==> config.mk <==
export PLATFORM = sky130hd
export DESIGN_NAME = pc_gen
export DESIGN_NICKNAME = d
export VERILOG_FILES = /design/src/rtl/pc_gen.sv
export SDC_FILE = /design/constraint.sdc
export NUM_CORES = 1
export LEC_CHECK = 0
export CORE_ASPECT_RATIO = 1.75
export CORE_MARGIN = 10
export CORE_UTILIZATION = 30
export DETAILED_ROUTE_END_ITERATION = 8
export GPL_TIMING_DRIVEN = 0
export PLACE_DENSITY = 0.69
export SLEW_MARGIN = 20
export SYNTH_ARGS = -nofsm -noshare
export SYNTH_HDL_FRONTEND = slang
export SYNTH_SLANG_ARGS = --single-unit
==> constraint.sdc <==
create_clock -name clk -period 3.1 [get_ports clk]
set_clock_uncertainty 0.15 [all_clocks]
set_input_delay 0.62 -clock clk [delete_from_list [all_inputs] [get_ports clk]]
set_output_delay 0.62 -clock clk [all_outputs]
set_load 0.05 [all_outputs]
==> src/rtl/pc_gen.sv <==
// Fetch program-counter generator: prioritised next-PC select, stall, alignment flag and an
// optional return-address stack that is built only when the PC_RAS_EN macro is defined.
module pc_gen #(
    parameter int              XLEN         = 32,
    parameter logic [XLEN-1:0] RESET_VECTOR = '0,
    parameter int              RAS_DEPTH    = 4
) (
    input  logic            clk,
    input  logic            areset,
    input  logic            stall,
    input  logic            flush_valid,
    input  logic [XLEN-1:0] flush_target,
    input  logic            jump_valid,
    input  logic [XLEN-1:0] jump_target,
    input  logic            call,
    input  logic            ret_valid,
    input  logic [XLEN-1:0] ret_target,
    input  logic            branch_taken,
    input  logic [XLEN-1:0] branch_target,
    output logic [XLEN-1:0] PC,
    output logic [XLEN-1:0] PCPlus4,
    output logic            misaligned,
    output logic            ras_empty
);

    logic [XLEN-1:0] pc_q, pc_d;
    logic [XLEN-1:0] pcplus4;
    logic [XLEN-1:0] raw_tgt;
    logic [XLEN-1:0] ret_sel;
    logic            mis_q, mis_d;
    logic            tgt_sel;
    logic            upd;

    assign pcplus4 = pc_q + {{(XLEN-3){1'b0}}, 3'd4};
    assign upd     = flush_valid | ~stall;

`ifdef PC_RAS_EN
    localparam int PW = $clog2(RAS_DEPTH);
    localparam logic [PW:0] RAS_FULL = RAS_DEPTH[PW:0];

    logic [XLEN-1:0] ras_q [RAS_DEPTH];
    logic [PW-1:0]   tp_q, tp_d;
    logic [PW:0]     cnt_q, cnt_d;
    logic [PW-1:0]   ras_wr_idx;
    logic            ras_we;
    logic            push, pop, replace, empty;

    assign empty   = (cnt_q == '0);
    assign ret_sel = empty ? ret_target : ras_q[tp_q];
    // Flushes and stalled cycles never touch the stack.
    assign push    = upd & ~flush_valid & jump_valid & call;
    assign pop     = upd & ~flush_valid & ret_valid & ~jump_valid & ~empty;
    assign replace = push & ret_valid & ~empty;

    always_comb begin
        tp_d       = tp_q;
        cnt_d      = cnt_q;
        ras_we     = 1'b0;
        ras_wr_idx = tp_q;
        if (replace) begin
            ras_we = 1'b1;
        end else if (push) begin
            // Circular buffer: a push while full silently overwrites the oldest entry.
            tp_d       = tp_q + 1'b1;
            ras_wr_idx = tp_q + 1'b1;
            ras_we     = 1'b1;
            cnt_d      = (cnt_q == RAS_FULL) ? cnt_q : cnt_q + 1'b1;
        end else if (pop) begin
            tp_d  = tp_q - 1'b1;
            cnt_d = cnt_q - 1'b1;
        end
    end

    always_ff @(posedge clk) begin
        if (areset) begin
            tp_q  <= '0;
            cnt_q <= '0;
        end else begin
            tp_q  <= tp_d;
            cnt_q <= cnt_d;
        end
    end

    always_ff @(posedge clk) begin
        if (ras_we) begin
            ras_q[ras_wr_idx] <= pcplus4;
        end
    end

    assign ras_empty = empty;
`else
    logic unused_cfg;

    assign unused_cfg = ^{call, RAS_DEPTH[0]};
    assign ret_sel    = ret_target;
    assign ras_empty  = 1'b1;
`endif

    always_comb begin
        raw_tgt = pcplus4;
        tgt_sel = 1'b1;
        if (flush_valid) begin
            raw_tgt = flush_target;
        end else if (jump_valid) begin
            raw_tgt = jump_target;
        end else if (ret_valid) begin
            raw_tgt = ret_sel;
        end else if (branch_taken) begin
            raw_tgt = branch_target;
        end else begin
            tgt_sel = 1'b0;
        end
        pc_d  = tgt_sel ? {raw_tgt[XLEN-1:2], 2'b00} : pcplus4;
        mis_d = tgt_sel & (|raw_tgt[1:0]);
    end

    always_ff @(posedge clk) begin
        if (areset) begin
            pc_q  <= RESET_VECTOR;
            mis_q <= 1'b0;
        end else if (upd) begin
            pc_q  <= pc_d;
            mis_q <= mis_d;
        end
    end

    assign PC         = pc_q;
    assign PCPlus4    = pcplus4;
    assign misaligned = mis_q;

endmodule
# Yosys cells after proc, flatten, opt, wreduce, memory -nomap -nowiden
# Index checks and enable logic that the tools add are counted.
dict set report totals {
  register_bits 33
  inputBits 136
  out_inout_bits 66
  wordCells 16
}
dict set report op_classes {
  addsub 1
  n_mux 9
  bitwise_logic 3
  n_reduce_logical 1
}
# cell n
set ops {}
lappend ops {{2-to-1 mux 32 bit} 5}
lappend ops {{adder 32 x 3 -> 32 bit, second input constant} 1}
lappend ops {{2-to-1 mux 1 bit} 4}
lappend ops {{OR reduction 2 bit} 1}
lappend ops {{AND 1 bit} 1}
lappend ops {{inverter 1 bit} 1}
lappend ops {{OR 1 bit} 1}

# Logic depth before layout (Yosys ltp)
dict set report logic_depth {
  word_depth 7
  depth_mapped 9
  mapped_depth_nobuf 7
}

# Worst setup path before layout
# No wires, ideal clock.
dict set report synth_path {
  kind {flip-flop to output port}
  start {reg pc_q[2], in the netlist PC[2]}
  end {out PCPlus4[26]}
  arrival_time_ps 2804
  t_required_ps 2330
  setup_slack_ps -474
  path_stages_with_launch 9
  path_buffers 2
  path_cell_list {dfxtp_1 > ha_1 > and3_1 > clkbuf_1 > nand2_1 > or4_1 > buf_2 > nor2_1 > xor2_1}
}
dict set report synth_via {
  elab_chain_len 1
}
# element line
set synth_rtl {}
lappend synth_rtl {{start: declaration} 26} ;# logic [XLEN-1:0] pc_q, pc_d;
lappend synth_rtl {{start signal: assignment} 122} ;# pc_q <= pc_d;
lappend synth_rtl {{adder 32 x 3 -> 32 bit} 34} ;# assign pcplus4 = pc_q + {{(XLEN-3){1'b0}}, 3'd4};
lappend synth_rtl {{end: declaration} 21} ;# output logic [XLEN-1:0] PCPlus4,
# No other way between the ends.

# Worst setup path in the final report
dict set report layout_path {
  start {reg pc_q[2], in the netlist PC[2]}
  end {out PCPlus4[28]}
}
# The elaborated chain is that of the path after synthesis.

==> results_dict.tcl <==
set metrics [dict create \
    critPathKind "reg -> out" \
    synth-edff-count 0 \
    synthToLayoutAreaGrowth_pct 81.5 \
    yosysUniqueCellTypes 56 \
    grt_pass1_vias 4588 \
    cap_violations 0 \
    n_antenna_cell 0 \
    avgSynthCellArea_um2 6.88 \
    row_count 48 \
    num_vias 4362 \
    seq_area_frac_synth_pct 20.4 \
    vdd_drop_max_mv 0.224 \
    grt_util_all_layers_pct 23.0 \
    drt-met1-wl_um 6040 \
    portBuffers 193 \
    avgViaCountPerCell 5.65 \
    ioPinCount 202 \
    fp.dieH_um 153 \
    grt_pass1_wl_um 26200 \
    hold_class "reg -> reg" \
    cp-start-kind "flop" \
    fmax_mhz 327 \
    setup_viol 0 \
    nets 784 \
    fin_crit_sh_pct 98.8 \
    yosys_warnings 0 \
    grt_max_degree 11 \
    numCtsBuffers 5 \
    layout-drive-gt1-share_pct 13.0 \
    design.die.area_um2 14700 \
    ys_async_sr_fraction_pct 0 \
    hold_violations 0 \
    hold_path_depth 2 \
    mostFrequentLayoutCells "169 x clkdlybuf4s50_1, 55 x nand2_1, 46 x o21ai_0" \
    critPathCaptureType "primary output" \
    worst_pin_slew_ns 0.808 \
    synth-seq-cells 31 \
    dp.cells 763 \
    leakage_nw 2.11 \
    core_area_um2 9910 \
    routed.top_layer "met4" \
    cts_tree "built" \
    slew_viol_final 0 \
    fin_cells 772 \
    htreeDepth 2 \
    start_util_pct 30.7 \
    syn_area_um2 3040 \
    mostFrequentLayoutCell "clkdlybuf4s50_1" \
    dp_hpwl_um 14300 \
    postRouteAntennaNets 0 \
    rr_worst_depth 6 \
    relSlewSlack_pct 45.7 \
    clk_latency_ns 0.29 \
    critPathMaxFanout 6 \
    fin_crit_ns 3.06 \
    p_per_area_nw_per_um2 335 \
    finalHoldWorstSlack_ns 0.372 \
    clock-root-buffer "clkbuf_16" \
    grt-ovfl-total 0 \
    routedWlPerCell_um 22.7 \
    syn_inst 442 \
    cts_buffer_depth 2 \
    power_mw 1.85 \
    drtIter0Drc 347 \
    ys.flop_type "dfxtp_1" \
    fill_cells 974 \
    die_w_um 96.1 \
    wl_met3_um 1330 \
    outcome "completed" \
    drt_first_pass_iters 5 \
    met2_length_um 9390 \
    drt-total-wl_um 17500 \
    grt_antenna_before_repair 0 \
    cts_sinks 31 \
    drc 0 \
    critPathArrivalTime_ns 2.29 \
    required_ns 2.33 \
    place_congestion 0.960 \
    cts.reportedPaths.clkPinSlew_ns 0.05 \
]
-- metrics by stage --
stage                     setup TNS [ns]  utilization, %  cell area, µm²  worst slack, ns
final                                  0            55.7            5520           0.0374
after global routing             -0.0108            55.7            5520          -0.0108
after floorplan                   -0.127               -            3160          -0.0723
after detailed placement           -6.48            52.9            5240           -0.841
after CTS                         -0.128            55.2            5470           -0.106
after global placement             -6.27            52.9            5240           -0.861
-- final timing paths --
kind               from          end  slack, ns
hold reg to reg   PC[9]        PC[9]       0.37
hold / removal    PC[9]        PC[9]       0.37
setup / recovery  PC[2]  PCPlus4[28]       0.04
setup reg to reg  PC[4]       PC[27]       0.83
-- cells by family after synthesis --
family	Yosys count	share of synthesized area, %
XOR/XNOR	27	7.78
flip-flops	31	20.4
AND/OR/NAND/NOR	146	24.4
buffers and inverters	59	8.60
AO/OA/AOI/OAI	164	34.2
other	2	0.247
multiplexers	12	3.95
adder cells (fa/ha/maj)	1	0.411
-- critical path: stages (launching register included) --
cell     delay, ns
dfxtp_4       0.37
ha_4          0.14
and3_4        0.24
nand2_4       0.09
or4_4         0.56
o21a_1        0.21
or2_1         0.22
buf_6         0.16
-- cells in the mapped netlist, types with 4 or more instances --
cell / n / share of area (%)
nand4_1: 7 / 1.4
buf_4: 5 / 1.2
o21ai_0: 46 / 7.6
nor2b_1: 5 / 1.0
clkbuf_1: 29 / 3.6
nor2_1: 23 / 2.8
xor2_1: 12 / 3.5
xnor2_1: 15 / 4.3
a31oi_1: 6 / 1.2
a21oi_1: 37 / 6.1
nand3_1: 16 / 2.6
o21ai_1: 6 / 0.99
o31ai_1: 6 / 1.5
nand2_1: 56 / 6.9
o22ai_1: 11 / 2.3
and4_1: 4 / 1.2
nor3_1: 12 / 2.0
o21a_1: 4 / 0.99
a22oi_1: 8 / 2.0
buf_2: 8 / 1.3
dfxtp_1: 31 / 20
a221o_1: 7 / 2.3
inv_1: 11 / 1.4
o32ai_1: 4 / 1.2
mux2i_1: 12 / 4.0
a221oi_1: 10 / 2.9
-- where the power goes --
part	leakage [nW]	internal [mW]	switching [mW]
combinational	1.78	0.357	0.496
sequential	0.264	0.434	0.0597
clock	0.0727	0.313	0.190
-- registers in the layout, indices dropped and copies added, names as in the netlist --
| signal | cells |
|---|---|
| PC | 30 |
| misaligned | 1 |
-- what timing repair did --
action / 4_1_cts / 5_1_grt
resized for setup: 76 / 27
hold buffers: 0 / 0
setup buffers: 3 / 4
setup endpoints to repair: 26 / 21
pin swaps: 2 / 2
-- layout make-up --
type                    count  area (µm²)  share of cell area, %
inverters                  13        48.8                  0.884
flip-flops and latches     31         652                   11.8
plain buffers              41         193                   3.49
clock inverters             1        5.00                 0.0907
well taps                 125         156                   2.83
repair buffers            200        1960                   35.5
multi-input cells         355        2370                   42.9
clock buffers               6         139                   2.52
-- layer usage --
metal  vias up  global-route usage (%)
met4         0                    12.3
met1      2041                    23.0
li1       2030                       -
met2       247                    41.2
met3        44                    5.84
met5         -                       0
No activity file was read; power rests on OpenSTA's default activity.
